`config.mk`:
```
export PLATFORM = sky130hd
export DESIGN_NAME = page_pool
export DESIGN_NICKNAME = d
export VERILOG_FILES = /design/src/rtl/page_pool_pkg.sv /design/src/rtl/page_pool_fifo.sv /design/src/rtl/page_pool.sv
export SDC_FILE = /design/constraint.sdc
export NUM_CORES = 1
export LEC_CHECK = 0
export BUFFER_PORTS_ARGS = -buffer_cell sky130_fd_sc_hd__buf_2
export CAP_MARGIN = 20
export CORE_UTILIZATION = 55
export DETAILED_ROUTE_END_ITERATION = 16
export HOLD_SLACK_MARGIN = 0.12
export PLACE_DENSITY = 0.77
export SYNTH_ARGS = -nofsm -noshare
export SYNTH_HDL_FRONTEND = slang
export SYNTH_HIERARCHICAL = 1
export SYNTH_SLANG_ARGS = --single-unit
```
`constraint.sdc`:
```
create_clock -name clk -period 3.6 [get_ports clk]
set_input_delay 0.18 -clock clk [delete_from_list [all_inputs] [get_ports clk]]
set_output_delay 0.18 -clock clk [all_outputs]
set_load 0.05 [all_outputs]
```
`src/rtl/page_pool_pkg.sv`:
```
// page_pool_pkg: default widths, page/tag/entry types and request FSM encodings
// shared by the page_pool front end and its FIFO.
package page_pool_pkg;
   localparam int PP_PAGE_W = 15;
   localparam int PP_WHO_W  = 4;

   typedef logic [PP_PAGE_W-1:0] page_t;
   typedef logic [PP_WHO_W-1:0]  who_t;

   typedef struct packed {
      page_t page;
      who_t  who;
   } free_ent_t;

   typedef enum logic [0:0] {
      A_IDLE = 1'b0,
      A_WAIT = 1'b1
   } alloc_state_e;

   typedef enum logic [0:0] {
      F_IDLE = 1'b0,
      F_WAIT = 1'b1
   } free_state_e;
endpackage

```
`src/rtl/page_pool_fifo.sv`:
```
// page_pool_fifo: synchronous FIFO with two ordered write ports (a lands before b),
// one read port, and current/next occupancy outputs.
module page_pool_fifo #(
   parameter  int W     = 8,
   parameter  int DEPTH = 4,
   localparam int AW    = $clog2(DEPTH),
   localparam int LW    = AW + 1
)(
   input  logic          clk,
   input  logic          reset,
   input  logic          push_a_i,
   input  logic [W-1:0]  din_a_i,
   input  logic          push_b_i,
   input  logic [W-1:0]  din_b_i,
   input  logic          pop_i,
   output logic [W-1:0]  dout_o,
   output logic [LW-1:0] level_o,
   output logic [LW-1:0] level_next_o
);
   logic [W-1:0]  mem_q [DEPTH];
   logic [AW-1:0] wr_q, wr_d, rd_q, rd_d, wr_b_s;
   logic [LW-1:0] cnt_q, cnt_d;

   // Pointer and occupancy arithmetic; port b writes the slot after port a.
   always_comb begin
      wr_b_s = wr_q + AW'(push_a_i);
      wr_d   = wr_b_s + AW'(push_b_i);
      rd_d   = rd_q + AW'(pop_i);
      cnt_d  = cnt_q + LW'(push_a_i) + LW'(push_b_i) - LW'(pop_i);
   end

   // Storage and pointers; storage is cleared so the head reads zero after reset.
   always_ff @(posedge clk) begin
      if (reset) begin
         for (int i = 0; i < DEPTH; i++) begin
            mem_q[i] <= {W{1'b0}};
         end
         wr_q  <= {AW{1'b0}};
         rd_q  <= {AW{1'b0}};
         cnt_q <= {LW{1'b0}};
      end else begin
         if (push_a_i) begin
            mem_q[wr_q] <= din_a_i;
         end
         if (push_b_i) begin
            mem_q[wr_b_s] <= din_b_i;
         end
         wr_q  <= wr_d;
         rd_q  <= rd_d;
         cnt_q <= cnt_d;
      end
   end

   // Head and level views of the registered state.
   always_comb begin
      dout_o       = mem_q[rd_q];
      level_o      = cnt_q;
      level_next_o = cnt_d;
   end
endmodule

```
`src/rtl/page_pool.sv`:
```
// page_pool: prefetch pool of allocated pages plus tagged free queue in front of the
// page allocator. Optional macro PAGE_POOL_RECYCLE_EN routes frees straight into the pool.
module page_pool
   import page_pool_pkg::*;
#(
   parameter  int PAGE_W = PP_PAGE_W,
   parameter  int WHO_W  = PP_WHO_W,
   parameter  int DEPTH  = 4,
   parameter  int FDEPTH = 8,
   localparam int PLW    = $clog2(DEPTH) + 1,
   localparam int FLW    = $clog2(FDEPTH) + 1
)(
   input  logic              clk,
   input  logic              reset,
   output logic              get_valid,
   input  logic              get_ready,
   output logic [PAGE_W-1:0] get_page,
   input  logic              put_valid,
   output logic              put_ready,
   input  logic [PAGE_W-1:0] put_page,
   input  logic [WHO_W-1:0]  put_who,
   output logic              alloc_req,
   input  logic              alloc_gnt,
   input  logic [PAGE_W-1:0] alloc_page,
   output logic              free_req,
   input  logic              free_gnt,
   output logic [PAGE_W-1:0] free_page,
   output logic [WHO_W-1:0]  free_who,
   output logic [PLW-1:0]    pool_level,
   output logic [FLW-1:0]    free_level
);
   localparam int             EW        = PAGE_W + WHO_W;
   localparam logic [PLW-1:0] POOL_FULL = PLW'(DEPTH);
   localparam logic [FLW-1:0] FQ_FULL   = FLW'(FDEPTH);

   alloc_state_e    a_state_q, a_state_d;
   free_state_e     f_state_q, f_state_d;
   logic            put_ready_q;
   logic            put_acc_s, recycle_s, pool_push_s, pool_pop_s, fq_push_s, fq_pop_s;
   logic [PLW-1:0]  pool_level_s, pool_level_next_s;
   logic [FLW-1:0]  free_level_s, free_level_next_s;
   logic [PAGE_W-1:0] pool_head_s;
   logic [EW-1:0]   fq_head_s;

   // FIFO handshakes; grants are only honoured while the matching request is pending.
   always_comb begin
      put_acc_s   = put_valid & put_ready_q;
`ifdef PAGE_POOL_RECYCLE_EN
      // Reserve a slot for an outstanding alloc so a same-cycle grant cannot overflow.
      recycle_s   = put_acc_s & ((pool_level_s + PLW'(alloc_req)) < POOL_FULL);
`else
      recycle_s   = 1'b0;
`endif
      pool_push_s = alloc_gnt & (a_state_q == A_WAIT);
      pool_pop_s  = get_valid & get_ready;
      fq_push_s   = put_acc_s & ~recycle_s;
      fq_pop_s    = free_gnt & (f_state_q == F_WAIT);
   end

   page_pool_fifo #(.W(PAGE_W), .DEPTH(DEPTH)) u_pool (
      .clk          (clk),
      .reset        (reset),
      .push_a_i     (pool_push_s),
      .din_a_i      (alloc_page),
      .push_b_i     (recycle_s),
      .din_b_i      (put_page),
      .pop_i        (pool_pop_s),
      .dout_o       (pool_head_s),
      .level_o      (pool_level_s),
      .level_next_o (pool_level_next_s)
   );

   page_pool_fifo #(.W(EW), .DEPTH(FDEPTH)) u_freeq (
      .clk          (clk),
      .reset        (reset),
      .push_a_i     (fq_push_s),
      .din_a_i      ({put_page, put_who}),
      .push_b_i     (1'b0),
      .din_b_i      ({EW{1'b0}}),
      .pop_i        (fq_pop_s),
      .dout_o       (fq_head_s),
      .level_o      (free_level_s),
      .level_next_o (free_level_next_s)
   );

   // Request FSM state and the registered free-queue ready.
   always_ff @(posedge clk) begin
      if (reset) begin
         a_state_q   <= A_IDLE;
         f_state_q   <= F_IDLE;
         put_ready_q <= 1'b0;
      end else begin
         a_state_q   <= a_state_d;
         f_state_q   <= f_state_d;
         put_ready_q <= (free_level_next_s < FQ_FULL);
      end
   end

   // Next state: alloc looks at post-edge pool level so a pop re-requests immediately.
   always_comb begin
      case (a_state_q)
         A_IDLE:  a_state_d = (pool_level_next_s < POOL_FULL) ? A_WAIT : A_IDLE;
         A_WAIT:  a_state_d = alloc_gnt ? A_IDLE : A_WAIT;
         default: a_state_d = A_IDLE;
      endcase
      case (f_state_q)
         F_IDLE:  f_state_d = (free_level_s != {FLW{1'b0}}) ? F_WAIT : F_IDLE;
         F_WAIT:  f_state_d = free_gnt ? F_IDLE : F_WAIT;
         default: f_state_d = F_IDLE;
      endcase
   end

   // Outputs decoded purely from registered state.
   always_comb begin
      alloc_req  = (a_state_q == A_WAIT);
      free_req   = (f_state_q == F_WAIT);
      get_valid  = (pool_level_s != {PLW{1'b0}});
      put_ready  = put_ready_q;
      get_page   = pool_head_s;
      free_page  = fq_head_s[EW-1:WHO_W];
      free_who   = fq_head_s[WHO_W-1:0];
      pool_level = pool_level_s;
      free_level = free_level_s;
   end
endmodule
```
==> flow_summary.html <==
<table>
<tr><th>Metric</th><th>Value</th></tr>
<tr><th colspan="2">Global route</th></tr>
<tr><td>Pin count of the biggest net entering global routing</td><td>roughly 60</td></tr>
<tr><td>Total grt overflow</td><td>0</td></tr>
<tr><td>Wire length of the first global-routing pass</td><td>49.9 mm</td></tr>
<tr><td>Number of global-route vias before repair</td><td>8847</td></tr>
<tr><td>Total global routing track utilization</td><td>0.271</td></tr>
<tr><td>Initial antenna violation count</td><td>0</td></tr>
<tr><th colspan="2">Worst setup path</th></tr>
<tr><td>Nature of the critical path startpoint</td><td>flop</td></tr>
<tr><td>Worst setup slack for register-to-register paths</td><td>roughly 0.95 ns</td></tr>
<tr><td>Largest fanout of any net on the critical path</td><td>11</td></tr>
<tr><td>Classification of the worst setup path</td><td>reg -&gt; out</td></tr>
<tr><td>Crit path buf inv count</td><td>2</td></tr>
<tr><td>Cell family with most CP delay</td><td>multiplexers</td></tr>
<tr><td>Cell type of the slowest stage on the worst timing path</td><td>dfxtp_2</td></tr>
<tr><td>Crit path capture type</td><td>output port</td></tr>
<tr><td>Data arrival time of the critical path</td><td>2.60 ns</td></tr>
<tr><td>Required time of the critical path</td><td>~3.4 ns</td></tr>
<tr><td>Longest individual stage delay on the worst path</td><td>0.61 ns</td></tr>
<tr><td>List of cells traversed by the critical path</td><td>buf_4, mux4_2, mux2_2, buf_2</td></tr>
<tr><th colspan="2">Min path</th></tr>
<tr><td>Path class of the lowest-slack min-delay path</td><td>in -&gt; reg</td></tr>
<tr><th colspan="2">Logic synthesis</th></tr>
<tr><td>Mapped cell area</td><td>approximately 13000 um2</td></tr>
<tr><td>Yosys warns</td><td>6</td></tr>
<tr><td>Cell count after synthesis</td><td>just under 1000</td></tr>
<tr><td>Mean Syn Cell Area</td><td>13.7 um2</td></tr>
<tr><th colspan="2">Placement</th></tr>
<tr><td>Detailed placement HPWL</td><td>20.5 mm</td></tr>
<tr><td>Global placement routability congestion</td><td>0.825</td></tr>
<tr><td>Number of cells in the design after placement</td><td>~1500</td></tr>
<tr><td>Count of buffers inserted at the top-level ports</td><td>between 80 and 90</td></tr>
<tr><td>Post-Place Cell Area</td><td>14400 um2</td></tr>
<tr><th colspan="2">Clock tree</th></tr>
<tr><td>Clock transition time at the flip-flop clock pins of the worst setup and hold paths</td><td>~0.060 ns</td></tr>
<tr><td>Insertion delay to the later sink of the worst-skew pair</td><td>roughly 0.53 ns</td></tr>
<tr><td>Clock root buffer master</td><td>clkbuf_16</td></tr>
<tr><td>Maximum root-to-sink buffer count</td><td>3</td></tr>
<tr><td>Htree depth</td><td>1</td></tr>
<tr><td>Clock tree from TritonCTS</td><td>yes</td></tr>
<tr><td>Number of buffers inserted by post-CTS setup repair</td><td>0</td></tr>
<tr><td>Total number of clock tree sinks</td><td>around 230</td></tr>
<tr><td>Total CTS buffers</td><td>25</td></tr>
<tr><th colspan="2">Power</th></tr>
<tr><td>Pwr dens</td><td>between 500 and 600 nW/um2</td></tr>
<tr><td>LEAKAGE</td><td>slightly below 7 nW</td></tr>
<tr><td>Maximum ir drop on the vdd rail</td><td>~0.00046 V</td></tr>
<tr><th colspan="2">Layout</th></tr>
<tr><td>Number of fillers in the final layout</td><td>approximately 1700</td></tr>
<tr><td>Antenna diodes</td><td>0</td></tr>
<tr><td>Number of non-filler instances in the completed layout</td><td>1532</td></tr>
<tr><td>Fin nets</td><td>1252</td></tr>
<tr><td>Share of cells above drive strength 1</td><td>0.321</td></tr>
<tr><td>Layout overhead on the synthesized area</td><td>16.8%</td></tr>
<tr><td>Most common cell after layout, fill and taps aside</td><td>edfxtp_1</td></tr>
<tr><td>Commonest non-fill, non-tap cells in the layout</td><td>212 x edfxtp_1, 162 x conb_1, 142 x mux2_2</td></tr>
<tr><td>Share of the core filled with cells in the final layout</td><td>0.655</td></tr>
<tr><td>Final non-filler cell area</td><td>15400 um2</td></tr>
<tr><th colspan="2">Timing</th></tr>
<tr><td>Worst Clk Skew</td><td>0.0139 ns</td></tr>
<tr><td>Number of endpoints with negative hold slack in the final report</td><td>0</td></tr>
<tr><td>Transition time at the pin with the least slew margin</td><td>a little under 2 ns</td></tr>
<tr><td>Period Utilization, post-route</td><td>0.771</td></tr>
<tr><td>Setup violation total in the final timing report</td><td>0</td></tr>
<tr><td>Slew HR</td><td>-0.290</td></tr>
<tr><td>Highest clock frequency the design can meet</td><td>360 MHz</td></tr>
<tr><td>Pins over their slew limit</td><td>42</td></tr>
<tr><td>Total Negative Setup Slacks</td><td>0 ns</td></tr>
<tr><td>Setup repair after global routing missed its margin</td><td>false</td></tr>
<tr><td>Minimum clock period</td><td>~2.8 ns</td></tr>
<tr><th colspan="2">Run status</th></tr>
<tr><td>Status</td><td>finished, violations left</td></tr>
<tr><td>Violations in the final reports</td><td>slew limit</td></tr>
<tr><th colspan="2">Drt</th></tr>
<tr><td>DRC violations left</td><td>0</td></tr>
<tr><td>Detail-routed via count per cell</td><td>between 5 and 6</td></tr>
<tr><td>Drt initial violations</td><td>857</td></tr>
<tr><td>Routed wire per std cell</td><td>21.0 um</td></tr>
<tr><td>Overall via count from detail_route</td><td>8749</td></tr>
<tr><td>DRT Wirelength</td><td>around 32 mm</td></tr>
<tr><td>First-pass DRT Iterations</td><td>5</td></tr>
<tr><td>Post-DRT Antenna Nets</td><td>0</td></tr>
<tr><th colspan="2">Die</th></tr>
<tr><td>Top Ports</td><td>85</td></tr>
<tr><td>Effective utilization at floorplan</td><td>0.561</td></tr>
<tr><td>Floorplan die area</td><td>roughly 25000 um2</td></tr>
<tr><td>Width of the die</td><td>approximately 160 um</td></tr>
<tr><td>Height of the die</td><td>around 160 um</td></tr>
<tr><td>Area of the placeable core</td><td>about 23000 um2</td></tr>
<tr><td>Site Rows</td><td>56</td></tr>
<tr><th colspan="2">Run</th></tr>
<tr><td>Max-capacitance violation count</td><td>0</td></tr>
</table>
## sequential cells by signal, indices dropped and copies added (netlist names), 2 cells and up
| name | flops |
|---|---|
| u_pool/mem_q | 60 |
| u_freeq/wr_q | 3 |
| u_freeq/rd_q | 3 |
| u_freeq/mem_q | 152 |
| u_freeq/level_o | 4 |
| u_pool/level_o | 3 |
| u_pool/wr_q | 2 |
| u_pool/rd_q | 2 |
## worst paths after layout
path / end / from / depth (start not counted)
worst max-delay path: free_page[6] / u_freeq/rd_q[1] / 4
worst min-delay path: u_freeq/level_o[0] / reset / 2
worst max register to register: alloc_req / u_pool/level_o[2] / 10
worst min register to register: alloc_req / alloc_req / 2
## worst register-to-register path, cell delays in order, from the launching register on
cell and delay (ns):
dfxtp_1 0.33, or3_4 0.39, and2_4 0.17, ha_1 0.27
inv_1 0.05, fa_1 0.39, fa_1 0.41, xnor2_1 0.18
xnor2_1 0.14, nor2b_1 0.14, nor3_1 0.05
## timing repair
item	4_1_cts	5_1_grt
gates resized for setup	0	0
endpoints found under the hold margin	62	0
hold buffers	17	0
## per-stage QoR
| step | setup slack (ns) | hold WS [ns] | power [mW] |
|---|---|---|---|
| after floorplan | 0.688 | 0.247 | 5.76 |
| after global placement | 0.970 | 0.521 | 6.36 |
| after detailed placement | 0.943 | 0.498 | 6.41 |
| after CTS | 0.783 | 0.121 | 9.01 |
| after global routing | 0.697 | 0.147 | 9.38 |
| final | 0.823 | 0.119 | 9.05 |
## power by group
group          internal (mW)  switching, mW
combinational          0.982           1.84
clock                   1.56           1.05
sequential              3.39          0.233
total                   5.93           3.12
## area by class of cell
type | count | area [um2] | area share
Clock buffer | 29 | 641 | 0.0416
Clock inverter | 15 | 181 | 0.0118
Inverter | 25 | 93.8 | 0.00610
Multi-Input combinational cell | 789 | 6530 | 0.425
Sequential cell | 232 | 6770 | 0.440
Tap cell | 319 | 399 | 0.0259
Timing Repair Buffer | 123 | 768 | 0.0499
## metal layers
layer / vias to the layer above / wire length [um] / track usage
met5: - / 0 / 0
met4: 0 / 754 / 0.0868
met3: 48 / 2400 / 0.0421
met2: 379 / 15700 / 0.440
met1: 4403 / 13400 / 0.373
li1: 3919 / - / -
No activity file was read; power rests on OpenSTA's default activity.
